**src/rtl/tx_sched_pkg.sv**
```systemverilog
// Shared types and default constants for the round-robin transmit scheduler.
package tx_sched_pkg;

  typedef enum logic [2:0] {
    IDLE,
    LOAD,
    DRAIN,
    LAUNCH,
    SEND,
    GAP
  } tx_sched_state_t;

  localparam int TX_SCHED_IPG_CYCLES = 48;
  localparam int TX_SCHED_MAX_WORDS  = 736;

endpackage

```
**src/rtl/rr_arbiter.sv**
```systemverilog
// Combinational round-robin select: first set request bit at or after the
// pointer, wrapping modulo NREQ. Returns a one-hot grant and its index.
module rr_arbiter #(
  parameter int NREQ = 4
) (
  input  logic [NREQ-1:0]         req_i,
  input  logic [$clog2(NREQ)-1:0] ptr_i,
  output logic [NREQ-1:0]         gnt_o,
  output logic [$clog2(NREQ)-1:0] idx_o,
  output logic                    any_o
);

  localparam int IW = $clog2(NREQ);

  int   cand;
  logic found;

  always_comb begin
    // NOTE: every output and local gets a default first, so no path through
    // the loop can leave one unassigned and infer a latch.
    gnt_o = '0;
    idx_o = '0;
    found = 1'b0;
    cand  = 0;
    for (int off = 0; off < NREQ; off++) begin
      cand = (int'(ptr_i) + off) % NREQ;
      if (!found && req_i[IW'(cand)]) begin
        found              = 1'b1;
        gnt_o[IW'(cand)]   = 1'b1;
        idx_o              = IW'(cand);
      end
    end
  end

  assign any_o = |req_i;

endmodule

```
**src/rtl/tx_scheduler.sv**
```systemverilog
// Round-robin transmit scheduler feeding one UDP/IP/Ethernet stack from NREQ
// requesters. Define TX_SCHED_WDOG_EN to build the LAUNCH/SEND watchdog.
module tx_scheduler
  import tx_sched_pkg::*;
#(
  parameter int NREQ        = 4,
  parameter int DATA_SIZE   = 16,
  parameter int MAX_WORDS   = TX_SCHED_MAX_WORDS,
  parameter int IPG_CYCLES  = TX_SCHED_IPG_CYCLES,
  parameter int WDOG_CYCLES = 4096
) (
  input  logic                      clk,
  input  logic                      rst,
  input  logic [NREQ-1:0]           req_valid,
  input  logic [NREQ*DATA_SIZE-1:0] req_data,
  input  logic [NREQ-1:0]           req_last,
  input  logic [NREQ*32-1:0]        req_dst_ip,
  input  logic [NREQ*16-1:0]        req_src_port,
  input  logic [NREQ*16-1:0]        req_dst_port,
  output logic [NREQ-1:0]           req_ready,
  output logic                      stk_axiiv,
  output logic [DATA_SIZE-1:0]      stk_axiid,
  output logic [31:0]               stk_dst_ip,
  output logic [15:0]               stk_udp_src_port,
  output logic [15:0]               stk_udp_dst_port,
  input  logic                      eth_txen,
  output logic [$clog2(NREQ)-1:0]   grant_id,
  output logic                      busy,
  output logic                      done_pulse,
  output logic                      err_overflow,
  output logic                      err_underrun,
  output logic                      err_timeout
);

  localparam int IW = $clog2(NREQ);

  if (NREQ < 2 || NREQ > 8 || MAX_WORDS < 1 || MAX_WORDS > 65535 ||
      IPG_CYCLES < 1 || IPG_CYCLES > 65535 || WDOG_CYCLES < 1 || WDOG_CYCLES > 65535) begin : g_bad_params
    $error("tx_scheduler: parameter out of range");
  end

  tx_sched_state_t      state_q, state_d;
  logic [IW-1:0]        grant_q, grant_d, rr_ptr_q, rr_ptr_d, arb_idx;
  logic [NREQ-1:0]      grant_oh_q, grant_oh_d, arb_gnt;
  logic                 arb_any;
  logic [15:0]          word_cnt_q, word_cnt_d, gap_cnt_q, gap_cnt_d;
  logic [DATA_SIZE-1:0] axiid_q, axiid_d;
  logic                 axiiv_q, axiiv_d;
  logic [31:0]          dst_ip_q, dst_ip_d;
  logic [15:0]          src_port_q, src_port_d, dst_port_q, dst_port_d;
  logic                 done_q, done_d, ovf_q, ovf_d, und_q, und_d;

  logic                 sel_valid, sel_last;
  logic [DATA_SIZE-1:0] sel_data;

  assign sel_valid = |(req_valid & grant_oh_q);
  assign sel_last  = |(req_last & grant_oh_q);
  assign sel_data  = req_data[int'(grant_q)*DATA_SIZE +: DATA_SIZE];

  rr_arbiter #(.NREQ(NREQ)) u_arb (
    .req_i (req_valid),
    .ptr_i (rr_ptr_q),
    .gnt_o (arb_gnt),
    .idx_o (arb_idx),
    .any_o (arb_any)
  );

`ifdef TX_SCHED_WDOG_EN
  logic [15:0] wdog_cnt_q, wdog_cnt_d;
  logic        tmo_q, tmo_d;
`endif

  always_comb begin
    state_d    = state_q;
    grant_d    = grant_q;
    grant_oh_d = grant_oh_q;
    rr_ptr_d   = rr_ptr_q;
    word_cnt_d = word_cnt_q;
    gap_cnt_d  = gap_cnt_q;
    axiid_d    = axiid_q;
    axiiv_d    = 1'b0;
    dst_ip_d   = dst_ip_q;
    src_port_d = src_port_q;
    dst_port_d = dst_port_q;
    done_d     = 1'b0;
    ovf_d      = 1'b0;
    und_d      = 1'b0;

    unique case (state_q)
      IDLE: begin
        if (arb_any) begin
          grant_d    = arb_idx;
          grant_oh_d = arb_gnt;
          dst_ip_d   = req_dst_ip[int'(arb_idx)*32 +: 32];
          src_port_d = req_src_port[int'(arb_idx)*16 +: 16];
          dst_port_d = req_dst_port[int'(arb_idx)*16 +: 16];
          word_cnt_d = '0;
          state_d    = LOAD;
        end
      end
      LOAD: begin
        if (sel_valid) begin
          word_cnt_d = word_cnt_q + 16'd1;
          axiid_d    = sel_data;
          axiiv_d    = 1'b1;
          if (sel_last) begin
            state_d = LAUNCH;
          end else if (word_cnt_d == 16'(MAX_WORDS)) begin
            ovf_d   = 1'b1;
            state_d = DRAIN;
          end
        end else if (word_cnt_q != '0) begin
          // Any bubble would read as a launch edge at the stack, so end the frame now.
          und_d   = 1'b1;
          state_d = LAUNCH;
        end
      end
      DRAIN: begin
        if (sel_valid && sel_last) state_d = LAUNCH;
      end
      LAUNCH: begin
        if (eth_txen) state_d = SEND;
      end
      SEND: begin
        // The cycle in which eth_txen is first seen low is the first gap cycle.
        if (!eth_txen) begin
          state_d   = GAP;
          gap_cnt_d = 16'd1;
        end
      end
      GAP: begin
        if (gap_cnt_q >= 16'(IPG_CYCLES - 1)) begin
          done_d    = 1'b1;
          gap_cnt_d = '0;
          rr_ptr_d  = (grant_q == IW'(NREQ - 1)) ? '0 : grant_q + 1'b1;
          state_d   = IDLE;
        end else begin
          gap_cnt_d = gap_cnt_q + 16'd1;
        end
      end
      default: state_d = IDLE;
    endcase

`ifdef TX_SCHED_WDOG_EN
    wdog_cnt_d = '0;
    tmo_d      = 1'b0;
    if (state_q == LAUNCH || state_q == SEND) begin
      if (wdog_cnt_q == 16'(WDOG_CYCLES - 1)) begin
        tmo_d     = 1'b1;
        state_d   = GAP;
        gap_cnt_d = 16'd1;
      end else begin
        wdog_cnt_d = wdog_cnt_q + 16'd1;
      end
    end
`endif
  end

  always_ff @(posedge clk or negedge rst) begin
    // NOTE: state registers use non-blocking assignments so every flop samples
    // the pre-edge values regardless of statement order.
    if (!rst) begin
      state_q    <= IDLE;
      grant_q    <= '0;
      grant_oh_q <= '0;
      rr_ptr_q   <= '0;
      word_cnt_q <= '0;
      gap_cnt_q  <= '0;
      axiid_q    <= '0;
      axiiv_q    <= 1'b0;
      dst_ip_q   <= '0;
      src_port_q <= '0;
      dst_port_q <= '0;
      done_q     <= 1'b0;
      ovf_q      <= 1'b0;
      und_q      <= 1'b0;
    end else begin
      state_q    <= state_d;
      grant_q    <= grant_d;
      grant_oh_q <= grant_oh_d;
      rr_ptr_q   <= rr_ptr_d;
      word_cnt_q <= word_cnt_d;
      gap_cnt_q  <= gap_cnt_d;
      axiid_q    <= axiid_d;
      axiiv_q    <= axiiv_d;
      dst_ip_q   <= dst_ip_d;
      src_port_q <= src_port_d;
      dst_port_q <= dst_port_d;
      done_q     <= done_d;
      ovf_q      <= ovf_d;
      und_q      <= und_d;
    end
  end

`ifdef TX_SCHED_WDOG_EN
  always_ff @(posedge clk or negedge rst) begin
    if (!rst) begin
      wdog_cnt_q <= '0;
      tmo_q      <= 1'b0;
    end else begin
      wdog_cnt_q <= wdog_cnt_d;
      tmo_q      <= tmo_d;
    end
  end
  assign err_timeout = tmo_q;
`else
  assign err_timeout = 1'b0;
`endif

  always_comb begin
    req_ready = '0;
    busy      = (state_q != IDLE);
    case (state_q)
      LOAD:    req_ready = req_valid & grant_oh_q;
      DRAIN:   req_ready = grant_oh_q;
      default: req_ready = '0;
    endcase
  end

  assign stk_axiiv        = axiiv_q;
  assign stk_axiid        = axiid_q;
  assign stk_dst_ip       = dst_ip_q;
  assign stk_udp_src_port = src_port_q;
  assign stk_udp_dst_port = dst_port_q;
  assign grant_id         = grant_q;
  assign done_pulse       = done_q;
  assign err_overflow     = ovf_q;
  assign err_underrun     = und_q;

endmodule

```
**config.mk**
```make
export PLATFORM = sky130hd
export DESIGN_NAME = tx_scheduler
export DESIGN_NICKNAME = d
export VERILOG_FILES = /design/src/rtl/tx_sched_pkg.sv /design/src/rtl/rr_arbiter.sv /design/src/rtl/tx_scheduler.sv
export SDC_FILE = /design/constraint.sdc
export NUM_CORES = 1
export LEC_CHECK = 0
export ABC_CLOCK_PERIOD_IN_PS = 3130
export CAP_MARGIN = 10
export CORE_AREA = 2 2 166 168
export DETAILED_ROUTE_END_ITERATION = 8
export DIE_AREA = 0 0 168 170
export GPL_TIMING_DRIVEN = 0
export HOLD_SLACK_MARGIN = 0.12
export PLACE_DENSITY = 0.66
export SLEW_MARGIN = 30
export SYNTH_ARGS = -nofsm -noshare
export SYNTH_HDL_FRONTEND = slang
export SYNTH_SLANG_ARGS = --single-unit
```
**constraint.sdc**
```tcl
create_clock -name clk -period 3.13 [get_ports clk]
set_input_delay 0.626 -clock clk [delete_from_list [all_inputs] [get_ports clk]]
set_output_delay 0.626 -clock clk [all_outputs]
set_load 0.02 [all_outputs]
```
==> summary.md <==
| Metric | Value |
|---|---|
| Crit end category | flop |
| H-tree lvl count | 4 |
| Final Slew Violations | 0 |
| Syn_area_per_cell | 10.23 um^2 |
| Synth cell types | 58 |
| Avg Vias per Cell | 4.985 |
| Root Driver | clkbuf_16 |
| Post-route DRC | 0 |
| Syn Nets | 1120 |
| Routed Antenna Nets | 0 |
| Worst-path clk slew | 0.06 ns |
| Ys flop type | dfrtp_1 |
| Worst EP arrival | 3.29 ns |
| Worst vdd ir | 0.4733 mV |
| Post-synth ARST share | 1.000 |
| Initial Util | 0.2984 |
| Clock power frac | 0.163 |
| DR pass1 iterations | 6 |
| Detailed placement HPWL | 23380 um |
| Placed Instances | 1538 |
| TritonCTS Buffers | 17 |
| PD cells | 938.9 nW/um^2 |
| Max Root-Sink Buffers | 2 |
| Worst slew margin | 0.4723 |
| Most frequent cells in the layout | clkdlybuf4s50_1, dfrtp_1, nand2_1 |
| Drt wl/cell | 18.88 um |
| Max Cap Viol | 0 |
| Via Count | 7902 |
| Worst-path fanout max | 10 |
| Tcrit/Tclk final | 0.9627 |
| # IOs | 423 |
| Synth top area share | 0.3997 |
| Design Power | 12.82 mW |
| Initial antenna violation count | 2 |
| Achievable Freq | 331.9 MHz |
| Core Region | 26650 um^2 |
| First-pass GRT wire length | 44770 um |
| RSZ-0062 raised after global routing | false |
| Setup crit start kind | flop |
| Layout Skew | 0.008104 ns |
| Routability cong. | 0.8672 |
| Main area contributors after synthesis | dfrtp_1, mux2i_1, nand2_1, a221oi_2, mux4_2 |
| Area delta synth->final | 71.69% |
| Yosys top cell by area | dfrtp_1 |
| Final Hold Fails | 0 |
| Mapped Area | 7951 um^2 |
| Net Sw Frac | 0.4147 |
| Total wire length | 29930 um |
| Req. time, crit path | 3.41 ns |
| DIE HEIGHT | 170 um |
| Pint | 7.501 mW |
| Die area | 28560 um^2 |
| EDFF count, synth | 0 |
| Layout fillers | 2469 |
| Fin crit period | 3.013 ns |
| Kind of critical path | reg -> reg |
| Vias in the first global route | 7945 |
| Die X | 168 um |
| Final Setup Violations | 0 |
| Syn. warnings | 0 |
| Leakage power | 5.636 nW |
| Actual slew at the worst max-slew pin | 0.7916 ns |
| Port Buf Inserts | 419 |
| Share of layout cells above drive strength 1 | 0.1280 |
| Row cnt | 60 |
| Drt initial violations | 402 |
| Commonest non-fill, non-tap cell in the layout | clkdlybuf4s50_1 |
| Post-route insts no fill | 1585 |
| Post-synthesis sequential area ratio | 0.3997 |
| CTS Sinks | 127 |
| Final nets | 1572 |
| Total track usage | 0.2019 |
| Min-Delay Path Class | reg -> reg |
| Switching power | 5.316 mW |
| Clock Latency Late Sink | 0.41 ns |
| Flops & latches, synth | 127 |
| Combinational group share of total power | 0.631 |
| Remaining global-route overflow | 0 |
| CTS tree | built |
| Cells after Synth | 777 |
| Status | finished clean |
| Largest net degree at the start of global routing | 84 |
| Seq pwr share | 0.206 |
[through the flow]
step / worst slack (ns) / utilization / area (um^2) / TNS, ns / hold slack (ns)
6_report: 0.1166 / 0.5123 / 13650 / 0 / 0.4721
5_1_grt: 0.006871 / 0.5123 / 13650 / 0 / 0.4923
3_3_place_gp: -3.972 / 0.4717 / 12570 / -526.45 / 0.4586
3_5_place_dp: -0.7049 / 0.4730 / 12600 / -26.42 / 0.4613
4_1_cts: 0.007230 / 0.5031 / 13410 / 0 / 0.4759
2_1_floorplan: 0.1822 / - / 7951 / 0 / 0.3304
[layer usage]
metal	global-route usage	wire [um]	vias up	share of wire
li1	-	-	3792	-
met1	0.2509	12680	3816	0.42
met2	0.3548	15150	267	0.51
met3	0.04488	1697	27	0.057
met4	0.05255	406	0	0.014
met5	0	0	-	0
[Yosys cell counts (5+ instances only)]
cell / instances
o21ai_0: 37
a221oi_1: 8
inv_1: 10
nor3_1: 5
nor4_1: 7
ha_1: 12
buf_2: 26
and2_1: 14
a21oi_1: 14
nand3_1: 11
o221ai_1: 30
nand2_1: 122
clkbuf_1: 27
a221oi_2: 30
nor2_1: 60
a31oi_1: 7
nand4_1: 6
mux4_2: 20
dfrtp_1: 127
mux2i_1: 133
[layout make-up]
type                            count  area [um^2]  share of cell area
Clock inverter                     11        153.9             0.01127
Inverter                           10        41.29            0.003024
Timing Repair Buffer              433         4347              0.3184
Multi-Input combinational cell    579         4562              0.3342
Sequential cell                   127         3179              0.2329
Clock buffer                       21        470.5             0.03446
Buffer                             61        466.7             0.03419
Tap cell                          341        426.7             0.03125
Antenna cell                        2        5.005           0.0003666
[state kept, by name, summed over array words and instances, names as in the netlist]
register	flops
word_cnt_q	16
stk_udp_src_port	16
state_q	3
stk_axiiv	1
grant_id	2
stk_dst_ip	32
grant_oh_q	4
stk_axiid	16
rr_ptr_q	2
stk_udp_dst_port	16
gap_cnt_q	16
done_pulse	1
err_underrun	1
err_overflow	1
[critical path, cell delays in order (launching register included)]
cell        delay (ns)
dfrtp_1           0.37
buf_6             0.11
clkinvlp_4        0.14
ha_4              0.34
mux4_2            0.56
inv_1             0.11
a21oi_1           0.07
o22ai_2           0.16
buf_4             0.17
buf_6             0.18
buf_12            0.16
mux2i_4           0.33
o221ai_1          0.15
[timing repair]
item | 4_1_cts | 5_1_grt
cloned | 1 | 1
resized for setup | 42 | 53
pin swaps | 2 | 1
endpoints found under the setup margin | 70 | 71
buffers inserted | 3 | 7
endpoints found under the hold margin | 29 | 0
hold buffers | 1 | 0
[kinds of logic (layout without fill, tap and decap cells)]
kind of cell | Yosys count | count (layout) | share of synthesized area
AOI/OAI and AO/OA | 156 | 156 | 0.1668
xor gates and xnor gates | 2 | 2 | 0.002203
adders and majority gates | 12 | 12 | 0.01888
buffers and inverters | 71 | 536 | 0.04233
DFF | 127 | 127 | 0.3997
muxes | 155 | 155 | 0.2269
other | 1 | 3 | 0.0004716
and+or+nand+nor | 253 | 253 | 0.1427
[power groups by stage]
stage | logic (mW) | registers [mW] | clock network (mW)
3_3_place_gp | 7.29 | 2.66 | 0
2_1_floorplan | 4.00 | 3.26 | 0
3_5_place_dp | 7.35 | 2.67 | 0
4_1_cts | 7.71 | 2.64 | 2.14
5_1_grt | 8.66 | 2.73 | 2.21
6_report | 8.09 | 2.64 | 2.09
[path summary, 6_finish.rpt]
| path | start | end | slack [ns] | depth (start not counted) |
|---|---|---|---|---|
| setup / recovery | rr_ptr_q[0] | stk_udp_src_port[2] | 0.12 | 12 |
| hold / removal | stk_axiid[7] | stk_axiid[7] | 0.47 | 2 |
| setup reg to reg | rr_ptr_q[0] | stk_udp_src_port[2] | 0.12 | 12 |
| hold reg to reg | stk_axiid[7] | stk_axiid[7] | 0.47 | 2 |
| max in group asynchronous | rst | stk_dst_ip[10] | 1.70 | 3 |
| min in group asynchronous | rst | stk_udp_dst_port[12] | 0.69 | 2 |
(Power assumes the default switching activity.)
